[config.mk]
export PLATFORM = sky130hd
export DESIGN_NAME = grid_mover
export DESIGN_NICKNAME = d
export VERILOG_FILES = /design/src/rtl/game_pkg.sv /design/src/rtl/debounce_switch.sv /design/src/rtl/grid_mover.sv
export SDC_FILE = /design/constraint.sdc
export NUM_CORES = 1
export LEC_CHECK = 0
export ABC_AREA = 1
export BUFFER_PORTS_ARGS = -buffer_cell sky130_fd_sc_hd__buf_2
export CELL_PAD_IN_SITES_DETAIL_PLACEMENT = 1
export CELL_PAD_IN_SITES_GLOBAL_PLACEMENT = 2
export CORE_ASPECT_RATIO = 0.75
export CORE_MARGIN = 4
export CORE_UTILIZATION = 30
export CTS_CLUSTER_DIAMETER = 150
export DETAILED_ROUTE_END_ITERATION = 10
export GPL_TIMING_DRIVEN = 0
export PLACE_DENSITY_LB_ADDON = 0.05
export SYNTH_ARGS = -nofsm -noshare
export SYNTH_HDL_FRONTEND = slang
export SYNTH_HIERARCHICAL = 1
export SYNTH_SLANG_ARGS = --single-unit
[constraint.sdc]
create_clock -name clk -period 2.84 [get_ports clk]
set_clock_uncertainty 0.1 [all_clocks]
set_input_delay 0 -clock clk [delete_from_list [all_inputs] [get_ports clk]]
set_output_delay 0 -clock clk [all_outputs]
set_load 0.005 [all_outputs]
[src/rtl/game_pkg.sv]
// Shared types for the grid game: mover FSM states, direction indices and the
// fixed-priority direction picker.
package game_pkg;

  typedef enum logic [1:0] {
    ST_IDLE        = 2'd0,
    ST_HOLD_DELAY  = 2'd1,
    ST_HOLD_REPEAT = 2'd2
  } mover_state_t;

  localparam logic [1:0] DIR_UP    = 2'd0;
  localparam logic [1:0] DIR_DOWN  = 2'd1;
  localparam logic [1:0] DIR_LEFT  = 2'd2;
  localparam logic [1:0] DIR_RIGHT = 2'd3;

  // Priority up > down > left > right; caller guarantees at least one bit set.
  function automatic logic [1:0] pick_dir(input logic [3:0] b);
    if (b[DIR_UP])        return DIR_UP;
    else if (b[DIR_DOWN]) return DIR_DOWN;
    else if (b[DIR_LEFT]) return DIR_LEFT;
    else                  return DIR_RIGHT;
  endfunction

endpackage

[src/rtl/debounce_switch.sv]
// Single-switch debouncer: 2-flop synchroniser plus a stability counter.
// CYCLES == 0 passes the raw switch straight through.
module debounce_switch #(
  parameter int CYCLES = 0
) (
  input  logic clk,
  input  logic reset,
  input  logic i_sw,
  output logic o_db
);

  if (CYCLES == 0) begin : g_bypass
    logic w_unused_clk_rst;
    assign w_unused_clk_rst = clk ^ reset;
    assign o_db = i_sw;
  end else begin : g_filter
    localparam int CW = (CYCLES > 1) ? $clog2(CYCLES + 1) : 1;
    logic [1:0]    r_sync;
    logic          r_state;
    logic [CW-1:0] r_cnt;

    // Output flips only after the synchronised input differs for CYCLES clocks.
    always_ff @(posedge clk or posedge reset) begin
      if (reset) begin
        r_sync  <= '0;
        r_state <= 1'b0;
        r_cnt   <= '0;
      end else begin
        r_sync <= {r_sync[0], i_sw};
        if (r_sync[1] == r_state) begin
          r_cnt <= '0;
        end else if (r_cnt == CW'(CYCLES - 1)) begin
          r_state <= r_sync[1];
          r_cnt   <= '0;
        end else begin
          r_cnt <= r_cnt + 1'b1;
        end
      end
    end

    assign o_db = r_state;
  end

endmodule

[src/rtl/grid_mover.sv]
// Grid cursor mover: debounced direction buttons drive single-axis STEP moves
// with press, hold-delay and auto-repeat timing, clamped to the play field.
module grid_mover
  import game_pkg::*;
#(
  parameter int COORD_W         = 10,
  parameter int STEP            = 32,
  parameter int X_MAX           = 608,
  parameter int Y_MAX           = 448,
  parameter int X_START         = 320,
  parameter int Y_START         = 448,
  parameter int REPEAT_DELAY    = 25_000_000,
  parameter int REPEAT_RATE     = 6_250_000,
  parameter int DEBOUNCE_CYCLES = 1_000_000
) (
  input  logic               clk,
  input  logic               reset,
  input  logic [3:0]         i_btn,
  input  logic               i_respawn,
  output logic [COORD_W-1:0] o_pos_x,
  output logic [COORD_W-1:0] o_pos_y,
  output logic               o_step_pulse,
  output logic               o_blocked_pulse
);

  localparam int RPT_MAX = (REPEAT_DELAY > REPEAT_RATE) ? REPEAT_DELAY : REPEAT_RATE;
  localparam int CNT_W   = $clog2(RPT_MAX + 1);

  localparam logic [COORD_W:0] STEP_E = (COORD_W + 1)'(STEP);
  localparam logic [COORD_W:0] XMAX_E = (COORD_W + 1)'(X_MAX);
  localparam logic [COORD_W:0] YMAX_E = (COORD_W + 1)'(Y_MAX);

  if (STEP < 1 || REPEAT_DELAY < 1 || REPEAT_RATE < 1 ||
      X_MAX >= (1 << COORD_W) || Y_MAX >= (1 << COORD_W) ||
      X_START > X_MAX || Y_START > Y_MAX ||
      (X_START % STEP) != 0 || (Y_START % STEP) != 0) begin : g_bad_params
    $error("grid_mover: illegal parameter combination");
  end

  logic [3:0] w_db;

  for (genvar i = 0; i < 4; i++) begin : g_db
    debounce_switch #(.CYCLES(DEBOUNCE_CYCLES)) u_db (
      .clk   (clk),
      .reset (reset),
      .i_sw  (i_btn[i]),
      .o_db  (w_db[i])
    );
  end

  mover_state_t       r_state;
  logic [1:0]         r_dir;
  logic [CNT_W-1:0]   r_cnt;
  logic [3:0]         r_mask;
  logic [COORD_W-1:0] r_pos_x, r_pos_y;
  logic               r_step_pulse, r_blocked_pulse;

  // Buttons still held from before a respawn or a released hold are not fresh presses.
  logic [3:0] w_avail;
  assign w_avail = w_db & ~r_mask;

  logic               w_issue;
  logic [1:0]         w_dir;
  logic               w_legal;
  logic [COORD_W-1:0] w_nx, w_ny;
  logic [COORD_W:0]   w_x_e, w_y_e;

  assign w_x_e = {1'b0, r_pos_x};
  assign w_y_e = {1'b0, r_pos_y};

  always_comb begin
    w_issue = 1'b0;
    w_dir   = r_dir;
    unique case (r_state)
      ST_IDLE: begin
        if (|w_avail) begin
          w_issue = 1'b1;
          w_dir   = pick_dir(w_avail);
        end
      end
      ST_HOLD_DELAY, ST_HOLD_REPEAT: begin
        if (w_db[r_dir] && r_cnt == '0) w_issue = 1'b1;
      end
      default: ;
    endcase
  end

  always_comb begin
    w_legal = 1'b0;
    w_nx    = r_pos_x;
    w_ny    = r_pos_y;
    unique case (w_dir)
      DIR_UP: begin
        w_legal = (w_y_e >= STEP_E);
        w_ny    = r_pos_y - COORD_W'(STEP);
      end
      DIR_DOWN: begin
        w_legal = (w_y_e + STEP_E <= YMAX_E);
        w_ny    = r_pos_y + COORD_W'(STEP);
      end
      DIR_LEFT: begin
        w_legal = (w_x_e >= STEP_E);
        w_nx    = r_pos_x - COORD_W'(STEP);
      end
      default: begin
        w_legal = (w_x_e + STEP_E <= XMAX_E);
        w_nx    = r_pos_x + COORD_W'(STEP);
      end
    endcase
  end

  always_ff @(posedge clk or posedge reset) begin
    if (reset) begin
      r_state         <= ST_IDLE;
      r_dir           <= DIR_UP;
      r_cnt           <= '0;
      r_mask          <= '0;
      r_pos_x         <= COORD_W'(X_START);
      r_pos_y         <= COORD_W'(Y_START);
      r_step_pulse    <= 1'b0;
      r_blocked_pulse <= 1'b0;
    end else begin
      r_step_pulse    <= 1'b0;
      r_blocked_pulse <= 1'b0;
      r_mask          <= r_mask & w_db;
      if (i_respawn) begin
        r_state <= ST_IDLE;
        r_cnt   <= '0;
        r_mask  <= w_db;
        r_pos_x <= COORD_W'(X_START);
        r_pos_y <= COORD_W'(Y_START);
      end else begin
        if (w_issue) begin
          if (w_legal) begin
            r_pos_x      <= w_nx;
            r_pos_y      <= w_ny;
            r_step_pulse <= 1'b1;
          end else begin
            r_blocked_pulse <= 1'b1;
          end
        end
        unique case (r_state)
          ST_IDLE: begin
            if (|w_avail) begin
              r_dir   <= w_dir;
              r_cnt   <= CNT_W'(REPEAT_DELAY - 1);
              r_state <= ST_HOLD_DELAY;
            end
          end
          ST_HOLD_DELAY, ST_HOLD_REPEAT: begin
            // Releasing the latched button masks whatever else is still held.
            if (!w_db[r_dir]) begin
              r_state <= ST_IDLE;
              r_cnt   <= '0;
              r_mask  <= w_db;
            end else if (r_cnt == '0) begin
              r_cnt   <= CNT_W'(REPEAT_RATE - 1);
              r_state <= ST_HOLD_REPEAT;
            end else begin
              r_cnt <= r_cnt - 1'b1;
            end
          end
          default: r_state <= ST_IDLE;
        endcase
      end
    end
  end

  assign o_pos_x         = r_pos_x;
  assign o_pos_y         = r_pos_y;
  assign o_step_pulse    = r_step_pulse;
  assign o_blocked_pulse = r_blocked_pulse;

endmodule

* Word level (Yosys, flattened, before mapping)
Index checks and enable logic that the tools add are counted.
Operators by class: add/sub/neg operators 11, magnitude comparators 5, eq/ne operators 15, mux-type cells 46, bitwise operators 8, reductions and logical operators 20
Operators by type and width (number):
- 2-to-1 mux 20 bit | 8
- 2-to-1 mux 25 bit | 4
- adder 20 x 1 -> 20 bit (second input constant) | 4
- equality test 20 bit (second input constant) | 4
- 2-to-1 mux 10 bit | 6
- case mux 25 bit (2 select lines) | 1
- case mux 10 bit (2 select lines) | 2
- logical NOT 25 bit | 1
- subtractor 25 x 1 -> 25 bit (second input constant) | 1
- adder 10 x 6 -> 11 bit (second input constant) | 2
- adder 10 x 6 -> 10 bit (second input constant) | 2
- greater-or-equal comparator 10 x 6 -> 1 bit (second input constant) | 2
- subtractor 10 x 6 -> 10 bit (second input constant) | 2
- 2-to-1 mux 2 bit | 8
- 2-to-1 mux 4 bit | 3
- AND reduction 2 bit | 6
- less-or-equal comparator 11 x 10 -> 1 bit (second input constant) | 1
- less-or-equal comparator 11 x 9 -> 1 bit (second input constant) | 1
- 2-to-1 mux 1 bit | 10
- AND reduction 3 bit | 3
- AND 4 bit | 2
- nonzero test 3 bit | 2
- inverter 1 bit | 5
- equality test 1 bit | 4
- other kinds (16) | 21
Storage, ports and cells: register bits 147, input bits 7, output and inout port bits 22

* Longest topological paths before layout
Gate-level depths: netlist (run 1).
word-level depth 13, gate-level depth with buffers 14

* Modules after synthesis
The synthesis (run 1) kept the hierarchy.
By module, submodules not included:
- debounce_switch | instances 4, cells an instance 162, area an instance 1338.8 µm², sequential area each 575.6 µm²
- grid_mover | instances 1, cells an instance 455, area an instance 3284.4 µm², sequential area each 1132.3 µm²

* Worst setup path after synthesis (run 1)
OpenSTA, ideal clock, no wires.
path type register to register, from register r_pos_y[6], in the netlist o_pos_y[6], to register r_pos_x[5], in the netlist o_pos_x[5], setup time 118 ps, arrival time 1751 ps, required time 2622 ps, slack 871 ps, stages on the path, launching flop included 14, period minus slack after synthesis 1969 ps, cells stage by stage dfstp_2 inv_1 ha_1 nand3_1 inv_1 nand2_1 nand2_1 nand2_1 nand3_1 nand2_1 nor2_1 nand3_1 nand4_1 nand2_1
Between the ends: word-level cells in the longest chain between the ends 5, elaborated cells between the ends (all ways) 6
RTL lines:
- start, declared | RTL line grid_mover.sv:55 | logic [COORD_W-1:0] r_pos_x, r_pos_y;
- start signal, assigned | RTL line grid_mover.sv:119 | r_pos_y <= COORD_W'(Y_START);
- start signal, assigned | RTL line grid_mover.sv:131 | r_pos_y <= COORD_W'(Y_START);
- start signal, assigned | RTL line grid_mover.sv:136 | r_pos_y <= w_ny;
- adder 10 x 6 -> 11 bit | RTL line grid_mover.sv:98 | w_legal = (w_y_e + STEP_E <= YMAX_E);
- less-or-equal comparator 11 x 9 -> 1 bit | RTL line grid_mover.sv:98
- case mux 1 bit (3 select lines) * | RTL line grid_mover.sv:92 | unique case (w_dir)
- nonzero test 2 bit (no line) *
- AND reduction 3 bit (no line) *
- end signal, assigned | RTL line grid_mover.sv:118 | r_pos_x <= COORD_W'(X_START);
- end signal, assigned | RTL line grid_mover.sv:130 | r_pos_x <= COORD_W'(X_START);
- end signal, assigned | RTL line grid_mover.sv:135 | r_pos_x <= w_nx;
- end, declared | RTL line grid_mover.sv:55
Every way passes the cells marked *; elsewhere a longest branch is shown, timed or not. A chain may end at the register's enable or synchronous reset.

* Final worst setup path (run 1)
from register r_state[0], to register r_cnt[8]
Between the ends: word-level cells in the longest chain between the ends 4, elaborated cells between the ends (all ways) 9
RTL lines:
- start, declared | RTL line grid_mover.sv:51 | mover_state_t r_state;
- start signal, assigned | RTL line grid_mover.sv:114 | r_state <= ST_IDLE;
- start signal, assigned | RTL line grid_mover.sv:127 | r_state <= ST_IDLE;
- start signal, assigned | RTL line grid_mover.sv:147 | r_state <= ST_HOLD_DELAY;
- equality test 2 x 1 -> 1 bit / equality test 2 bit (equally long branches) | RTL line grid_mover.sv:142 | unique case (r_state)
- OR reduction 2 bit | RTL line grid_mover.sv:142
- case mux 25 bit (2 select lines) / nonzero test 3 bit (equally long branches)
- 2-to-1 mux 25 bit / AND reduction 2 bit (equally long branches)
- end signal, assigned | RTL line grid_mover.sv:146 | r_cnt <= CNT_W'(REPEAT_DELAY - 1);
- end signal, assigned | RTL line grid_mover.sv:157 | r_cnt <= CNT_W'(REPEAT_RATE - 1);
- end signal, assigned | RTL line grid_mover.sv:160 | r_cnt <= r_cnt - 1'b1;
- end, declared | RTL line grid_mover.sv:53 | logic [CNT_W-1:0] r_cnt;
Several ways; a longest one is shown, not always the timed one.

==> results.py, run 1 <==
metrics = {
    "worst_setup_path": {
        "ff2ff_setup_slack_ps": 170,
        "path_delay_family": "compound AO/OA/AOI/OAI gates",
        "endpoint_kind": "register",
        "timing.rr.start": "r_state[0]$_DFFE_PP0P_",
        "path_common_cell": "inv_1",
        "cp_data_required_time_ps": 3010,
        "r2r_end": "r_cnt[8]$_DFFE_PP0P_",
        "cpMaxStageDelayCell": "a21boi_0",
        "setup.worst_path.class": "register to register",
        "cp_num_cells": 7,
        "critPathMaxFanout": 10,
        "startpoint_type": "register",
        "cp_cell_sequence": "inv_1 -> ha_1 -> inv_1 -> o211ai_1 -> buf_2 -> a21boi_0 -> nor2_1",
        "slowest_delay_ps": 770,
        "path_buf_inv": 3,
        "r2r.worst_path.cells": 7,
        "cp.arrival_ps": 2840,
    },
    "clocking": {
        "clk_pin_slew_ps": 60,
        "cts.repair.resized": 0,
        "cts-htree-levels": 4,
        "postCtsSetupBuffers": 0,
        "cts_tree": "done",
        "numClockSinks": 137,
        "insertion_delay_ps": 430,
        "cts_root_buffer": "clkbuf_16",
        "cts_buffers": 17,
        "clk_path_buf_depth": 2,
        "cts-hold-fix-buffers": 6,
    },
    "routing": {
        "wl_per_cell_um": 15.0,
        "drcViolationCount": 0,
        "firstDrtPassIters": 4,
        "vias_per_cell": 4.58,
        "wirelength_um": 23300,
        "drt_first_iter_violations": 250,
        "drtAntennaViolNets": 0,
        "num_vias": 7109,
    },
    "die": {
        "die_area_um2": 31600,
        "io_pins": 29,
        "core_um2": 28200,
        "die_y_um": 155,
        "start_util_pct": 30.7,
        "fp.dieW_um": 204,
        "rows": 53,
    },
    "yosys": {
        "netlist.area_leader.share_pct": 38.2,
        "synth_cell_types": 45,
        "synth_area_leader_cell": "dfrtp_1",
        "synthFlopType": "dfrtp_1",
        "ys_warn_count": 6,
        "seq_area_frac_synth_pct": 39.8,
        "netlist_instances": 1103,
        "synth_area_per_cell_um2": 7.83,
        "yosys.cell_count.top_type": "nor2_1",
        "synth_enable_flop_cells": 0,
        "yosys-top-cells-count": "187 x nor2_1, 182 x nand2_1, 132 x dfrtp_1, 119 x inv_1, 80 x nand3_1",
        "synth.area.top_cells": "dfrtp_1 38%, nor2_1 8.1%, nand2_1 7.9%, xor2_1 5.7%, inv_1 5.2%",
        "async_flop_share_pct": 100,
        "synth-seq-cells": 137,
        "syn-cell-area_um2": 8640,
    },
    "power": {
        "ir_drop_uv": 391,
        "power.density_nw_per_um2": 494,
        "static-leakage-power_nw": 4.37,
        "p_total_mw": 4.91,
    },
    "final_layout": {
        "seq_area_um2": 3430,
        "fillers": 3416,
        "insertedDiodeCount": 0,
        "drive_above_1_share_pct": 18.8,
        "post-route-util_pct": 35.2,
        "layout.nets": 1177,
        "area_growth_pct": 14.9,
        "design_area_um2": 9920,
        "multi_input_area_um2": 4630,
    },
    "place": {
        "gp_routability_congestion": 0.744,
        "io_buffers": 17,
        "placed_cell_area_um2": 9260,
        "hpwl_um": 17600,
        "dpl_worst_slack_ps": 221,
    },
    "global_route": {
        "antenna_found_initial": 0,
        "grt_max_degree": 32,
        "grt_usage_pct": 15.5,
        "grt_pass1_wl_um": 39800,
        "overflow": 0,
        "grt_pass1_vias": 7384,
    },
    "timing": {
        "rsz0062_at_grt": "no",
        "worst_slack_ps": 174,
        "tightest_slew_ps": 988,
        "relSlewSlack_pct": 34.1,
        "drv_slew": 0,
        "fmax_ghz": 0.375,
        "setup_viol": 0,
        "tns_ps": 0,
        "fin_crit_ps": 2670,
        "fin_crit_sh_pct": 93.9,
        "hold_viol_final": 0,
    },
    "run_status": {
        "status": "complete, no violations",
    },
    "worst_hold_path": {
        "hp-class": "input port to async pin",
    },
    "run": {
        "drv_cap": 0,
    },
}
cell type report:
type,count,area share [%]
repair buffers,24,1.66
clock buffers,18,4.32
flip-flops and latches,137,34.6
inverters,130,4.93
clock inverters,14,1.75
multi-input cells,825,46.7
well taps,385,4.85
plain buffers,20,1.21
logic make-up after synthesis:
family | after synthesis | share of synthesized area, %
buf+inv | 150 | 7.05
fa+ha+maj | 15 | 2.17
xor+xnor | 71 | 7.55
other cells | 1 | 0.0434
simple gates | 637 | 37.5
flops | 137 | 39.8
compound gates | 92 | 5.98
state kept, by name, indices dropped and copies added (netlist names):
name	count
r_state	2
g_db.u_db/g_filter.r_sync	8
g_db.u_db/o_db	4
r_dir	2
o_pos_x	5
o_blocked_pulse	1
o_step_pulse	1
r_cnt	25
g_db.u_db/g_filter.r_cnt	80
o_pos_y	5
r_mask	4
cells in the final DEF, fill, tap and decap left out, types with 4 or more instances in the layout:
cell | synthesis | layout
a21oi_1 | 15 | 15
a31oi_1 | 6 | 6
buf_2 | 5 | 22
buf_4 | 10 | 10
clkbuf_1 | 4 | 5
clkbuf_16 | 0 | 17
clkinvlp_4 | 0 | 4
conb_1 | 1 | 10
dfrtp_1 | 132 | 132
dfstp_2 | 5 | 5
dlygate4sd3_1 | 0 | 6
ha_1 | 15 | 15
inv_1 | 119 | 118
inv_2 | 9 | 10
nand2_1 | 182 | 182
nand2_2 | 41 | 41
nand2_4 | 8 | 8
nand3_1 | 80 | 80
nand3_2 | 10 | 10
nand3b_1 | 4 | 4
nand4_1 | 33 | 33
nor2_1 | 187 | 187
nor2_2 | 27 | 27
nor2_4 | 26 | 26
nor3_1 | 18 | 18
nor3_2 | 4 | 4
nor3b_2 | 8 | 8
o21ai_0 | 41 | 41
o21ai_1 | 17 | 17
or2_2 | 5 | 5
xnor2_1 | 11 | 11
xor2_1 | 56 | 56
xor2_2 | 4 | 4
stage by stage:
| step | std cells | hold slack (ps) |
|---|---|---|
| 6_report | 1553 | 59.4 |
| 5_1_grt | 1553 | 102 |
| 4_1_cts | 1553 | 66.7 |
| 3_5_place_dp | 1515 | -11.4 |
| 3_3_place_gp | 1514 | 7.84 |
| 2_1_floorplan | 1112 | -98.1 |
tightest hold or removal path: cells and delay by family:
family,cells,cell delay [ps]
buffers and inverters,3,1010
layer usage:
metal	share of wire, %	GRT usage [%]
met3	2.4	2.77
met2	40	22.0
met1	56	24.3
met4	0.93	3.73
met5	0	0
worst max-delay path by stage:
stage	start	to	slack (ps)
after CTS	r_state[0]$_DFFE_PP0P_	r_cnt[8]$_DFFE_PP0P_	190
after global placement	r_state[0]$_DFFE_PP0P_	r_cnt[8]$_DFFE_PP0P_	260
final	r_state[0]$_DFFE_PP0P_	r_cnt[8]$_DFFE_PP0P_	170
after detailed placement	r_state[0]$_DFFE_PP0P_	r_cnt[8]$_DFFE_PP0P_	220
after global routing	r_state[1]$_DFFE_PP0P_	r_cnt[15]$_DFFE_PP0P_	2
after floorplan	o_pos_y[6]$_DFFE_PP1P_	o_pos_x[5]$_DFFE_PP0P_	870
report_power, final:
group	switching [mW]	total, mW	internal [mW]
registers	0.0563	2.08	2.02
logic	0.333	0.503	0.170
clock network	0.940	2.33	1.39
total	1.33	4.91	3.58
No activity file was read; power rests on OpenSTA's default activity.
==> inputs of run 2 (changes only) <==
BUFFER_PORTS_ARGS = default   (was -buffer_cell sky130_fd_sc_hd__buf_2)
CTS_BUF_LIST = sky130_fd_sc_hd__clkbuf_16   (was default)
DONT_BUFFER_PORTS = 1   (was default)
SLEW_MARGIN = 10   (was default)
==> results.py, run 2 (synthesized netlist as in run 1, its figures left out) <==
metrics = {
    "run_status": {
        "status": "complete, no violations",
    },
    "timing": {
        "worst_slack_ps": 356,
        "hold_slack_ps": 38.5,
        "rsz0062_at_grt": "no",
        "fin_crit_ps": 2480,
        "hold_viol_final": 0,
        "fmax_ghz": 0.403,
        "drv_slew": 0,
        "relSlewSlack_pct": 34.7,
        "tightest_slew_ps": 979,
        "fin_crit_sh_pct": 87.5,
        "tns_ps": 0,
        "setup_viol": 0,
    },
    "die": {
        "rows": 53,
        "io_pins": 29,
        "core_um2": 28200,
        "start_util_pct": 30.7,
        "die_area_um2": 31600,
        "die_y_um": 155,
        "fp.dieW_um": 204,
    },
    "clocking": {
        "cts_root_buffer": "clkbuf_16",
        "cts-htree-levels": 4,
        "insertion_delay_ps": 440,
        "clk_pin_slew_ps": 70,
        "cts_tree": "done",
        "numClockSinks": 137,
        "cts_buffers": 17,
        "clk_path_buf_depth": 2,
    },
    "global_route": {
        "grt_max_degree": 33,
        "grt_pass1_vias": 7421,
        "grt_pass1_wl_um": 40300,
        "antenna_found_initial": 0,
        "overflow": 0,
        "grt_usage_pct": 15.8,
    },
    "routing": {
        "wirelength_um": 23500,
        "firstDrtPassIters": 4,
        "drcViolationCount": 0,
        "vias_per_cell": 4.56,
        "num_vias": 7015,
        "drtAntennaViolNets": 0,
        "drt_first_iter_violations": 305,
        "wl_per_cell_um": 15.3,
    },
    "power": {
        "ir_drop_uv": 368,
        "static-leakage-power_nw": 4.32,
        "power.density_nw_per_um2": 507,
    },
    "place": {
        "io_buffers": 0,
        "placedCellCount": 1498,
        "dpl_worst_slack_ps": 269,
        "gp_routability_congestion": 0.753,
        "hpwl_um": 17600,
    },
    "final_layout": {
        "reg_top3": "g_db.u_db/g_filter.r_cnt x80, r_cnt x25, g_db.u_db/g_filter.r_sync x8",
        "largest_reg_flops": 80,
        "final_cell_mix": "187 x nor2_1, 182 x nand2_1, 132 x dfrtp_1",
        "post-route-util_pct": 35.1,
        "insertedDiodeCount": 0,
        "largest_register": "g_db.u_db/g_filter.r_cnt",
        "area_growth_pct": 14.6,
        "final_common_cell": "nor2_1",
        "fin_cells": 1539,
        "fillers": 3423,
        "layout.nets": 1163,
        "drive_above_1_share_pct": 17.6,
    },
    "worst_setup_path": {
        "cpMaxStageDelayCell": "ha_1",
        "critPathMaxFanout": 10,
        "startpoint_type": "register",
        "endpoint_kind": "register",
        "slowest_delay_ps": 390,
        "cp.arrival_ps": 2730,
        "setup.worst_path.class": "register to register",
        "cp_data_required_time_ps": 3080,
        "cp_cell_sequence": "inv_1 -> ha_1 -> inv_1 -> o211ai_1 -> nand2_1 -> nor2_1 -> clkbuf_2 -> o21ai_0 -> o21ai_0",
    },
    "worst_hold_path": {
        "hp-class": "input port to async pin",
    },
    "run": {
        "drv_cap": 0,
    },
}
[run 2: final timing paths]
path                                                            from                                   endpoint  slack, ps  depth (start not counted)
max                                           r_state[0]$_DFFE_PP0P_                      r_cnt[16]$_DFFE_PP0P_        360                          9
min in group clk                                            i_btn[0]  g_db[0].u_db/g_filter.r_sync[0]$_DFF_PP0_         50                          1
max in group asynchronous                                      reset   g_db[3].u_db/g_filter.r_cnt[8]$_DFF_PP0_       1730                          2
max reg2reg                                   r_state[0]$_DFFE_PP0P_                      r_cnt[16]$_DFFE_PP0P_        360                          9
min reg2reg                g_db[2].u_db/g_filter.r_sync[0]$_DFF_PP0_  g_db[2].u_db/g_filter.r_sync[1]$_DFF_PP0_        250                          0
min                                                            reset                      r_cnt[10]$_DFFE_PP0P_         40                          2
[run 2: per-stage QoR]
step	total power, mW	instance area (um^2)
3_5_place_dp	2.60	9180
2_1_floorplan	2.46	8670
6_report	5.02	9900
3_3_place_gp	2.60	9160
5_1_grt	5.30	9900
4_1_cts	5.13	9900
[run 2: critical path: cells and delay by family, from the launching register on]
family | cells | cell delay [ps]
flip-flops | 1 | 380
AND/OR/NAND/NOR | 2 | 530
adder cells (fa/ha/maj) | 1 | 390
AO/OA/AOI/OAI | 3 | 450
buffers and inverters | 3 | 540
[run 2: repair_timing]
| action | CTS | global route |
|---|---|---|
| hold buffers | 9 | 0 |
| endpoints found under the hold margin | 150 | 0 |
| gates resized for setup | 0 | 1 |
| buffers inserted | 0 | 0 |
| setup endpoints to repair | 0 | 3 |
[run 2: per-layer routing]
layer  vias to the layer above  track usage [%]  wire, um
met4                         0             2.97       140
li1                       3590                -         -
met2                        48             22.4      9590
met1                      3372             24.5     13100
met3                         5             3.83       639
met5                         -                0         0
[run 2: area by class of cell]
| type | instances | area, um^2 | area share (%) |
|---|---|---|---|
| Multi-Input combinational cell | 825 | 4630 | 46.8 |
| Clock inverter | 15 | 211 | 2.14 |
| Buffer | 20 | 120 | 1.21 |
| Sequential cell | 137 | 3430 | 34.7 |
| Clock buffer | 17 | 425 | 4.30 |
| Timing Repair Buffer | 10 | 110 | 1.11 |
| Inverter | 130 | 489 | 4.94 |
| Tap cell | 385 | 482 | 4.86 |
[run 2: where the power goes]
group	switching, mW	internal [mW]
logic	0.325	0.161
clock network	0.962	1.49
registers	0.0600	2.02
total	1.35	3.67
==> inputs of run 3 (changes only) <==
CORE_UTILIZATION = 42   (was 30)
SKIP_LAST_GASP = 1   (was default)
==> results.py, run 3 (synthesized netlist as in run 1, its figures left out) <==
metrics = {
    "run_status": {
        "status": "complete, no violations",
    },
    "timing": {
        "tightest_slew_ps": 935,
        "hold_viol_final": 0,
        "rsz0062_at_grt": "no",
        "hold_slack_ps": 22.4,
        "fmax_ghz": 0.384,
        "drv_slew": 0,
        "worst_slack_ps": 239,
        "fin_crit_sh_pct": 91.6,
        "setup_viol": 0,
        "relSlewSlack_pct": 37.6,
        "fin_crit_ps": 2600,
        "tns_ps": 0,
    },
    "clocking": {
        "cts_buffers": 17,
        "clk_path_buf_depth": 2,
        "cts_tree": "done",
        "insertion_delay_ps": 430,
        "cts.repair.resized": 0,
        "numClockSinks": 137,
        "clk_pin_slew_ps": 60,
        "postCtsSetupBuffers": 0,
        "cts-htree-levels": 4,
        "cts-hold-fix-buffers": 8,
        "cts_root_buffer": "clkbuf_16",
    },
    "final_layout": {
        "post-route-util_pct": 47.8,
        "design_area_um2": 9670,
        "largest_reg_flops": 80,
        "drive_above_1_share_pct": 17.4,
        "final_cell_mix": "187 x nor2_1, 182 x nand2_1, 132 x dfrtp_1",
        "largest_register": "g_db.u_db/g_filter.r_cnt",
        "reg_top3": "g_db.u_db/g_filter.r_cnt x80, r_cnt x25, g_db.u_db/g_filter.r_sync x8",
        "layout.nets": 1162,
        "final_common_cell": "nor2_1",
        "fin_cells": 1411,
        "area_growth_pct": 11.9,
        "insertedDiodeCount": 0,
    },
    "routing": {
        "num_vias": 7136,
        "drcViolationCount": 0,
        "wl_per_cell_um": 15.5,
        "wl_met3_um": 492,
        "vias_per_cell": 5.06,
        "wirelength_um": 21900,
        "met2_length_um": 9430,
        "drtAntennaViolNets": 0,
        "drt_first_iter_violations": 326,
        "firstDrtPassIters": 4,
        "highest_layer": "met4",
        "drt-met1-wl_um": 11800,
    },
    "worst_hold_path": {
        "hp-class": "input port to register",
    },
    "power": {
        "p_total_mw": 4.77,
        "power.switching_mw": 1.30,
        "pwr-share-clk_pct": 46.3,
        "swShare_pct": 27.2,
        "power.density_nw_per_um2": 494,
        "static-leakage-power_nw": 4.31,
        "p_comb_share_pct": 10.1,
        "ir_drop_uv": 405,
        "seq_power_share_pct": 43.6,
        "intPower_mw": 3.47,
    },
    "place": {
        "placed_cell_area_um2": 9020,
        "io_buffers": 0,
        "hpwl_um": 16300,
        "dpl_worst_slack_ps": 290,
        "placedCellCount": 1371,
        "gp_routability_congestion": 0.788,
    },
    "worst_setup_path": {
        "path_delay_family": "compound AO/OA/AOI/OAI gates",
        "startpoint_type": "register",
        "cp_data_required_time_ps": 3010,
        "cp.arrival_ps": 2770,
        "cp_cell_sequence": "inv_1 -> ha_1 -> inv_1 -> o211ai_1 -> buf_2 -> a21boi_0 -> nor3b_1",
        "path_common_cell": "inv_1",
        "critPathMaxFanout": 10,
        "path_buf_inv": 3,
        "slowest_delay_ps": 720,
        "setup.worst_path.class": "register to register",
        "cpMaxStageDelayCell": "a21boi_0",
        "endpoint_kind": "register",
    },
    "die": {
        "start_util_pct": 42.7,
        "rows": 45,
        "fp.dieW_um": 174,
        "core_um2": 20200,
        "die_y_um": 132,
        "io_pins": 29,
        "die_area_um2": 23000,
    },
    "global_route": {
        "grt_max_degree": 30,
        "antenna_found_initial": 0,
        "grt_pass1_wl_um": 38200,
        "grt_pass1_vias": 7303,
        "grt_usage_pct": 20.3,
        "overflow": 0,
    },
    "run": {
        "drv_cap": 0,
    },
}
-- run 3: final cells by class --
cell class,count,area [um^2]
multi-input cells,825,4630
fillers,2498,10500
repair buffers,9,100
clock inverters,15,148
flip-flops and latches,137,3430
inverters,130,489
clock buffers,17,425
well taps,258,323
plain buffers,20,120
-- run 3: worst reg2reg max path, delay by kind of cell (launching register included) --
kind | cells | cell delay [ps]
AOI/OAI and AO/OA | 2 | 940
adders and majority gates | 1 | 380
and+or+nand+nor | 1 | 130
DFF | 1 | 380
buffers and inverters | 3 | 510
-- run 3: worst paths after layout --
check,from,to,slack (ps),cells after the start
min in group asynchronous,reset,r_mask[3]$_DFF_PP0_,60,2
setup / recovery,r_state[1]$_DFFE_PP0P_,r_cnt[23]$_DFFE_PP0P_,240,7
hold reg to reg,g_db[3].u_db/g_filter.r_sync[0]$_DFF_PP0_,g_db[3].u_db/g_filter.r_sync[1]$_DFF_PP0_,250,0
hold / removal,i_btn[2],g_db[2].u_db/g_filter.r_sync[0]$_DFF_PP0_,20,1
max in group asynchronous,reset,g_db[3].u_db/g_filter.r_cnt[3]$_DFF_PP0_,1790,2
setup reg to reg,r_state[1]$_DFFE_PP0P_,r_cnt[23]$_DFFE_PP0P_,240,7
-- run 3: power by group through the flow --
stage / registers, mW / clock network (mW) / logic, mW
after CTS: 2.08 / 2.27 / 0.487
after floorplan: 2.10 / 0 / 0.365
final: 2.08 / 2.21 / 0.480
after global placement: 2.12 / 0 / 0.464
after detailed placement: 2.12 / 0 / 0.472
after global routing: 2.09 / 2.36 / 0.554
-- run 3: metal layers --
layer	vias up	global-route usage, %
li1	3585	-
met1	3481	30.5
met2	57	30.4
met3	13	3.87
met4	0	4.35
met5	-	0
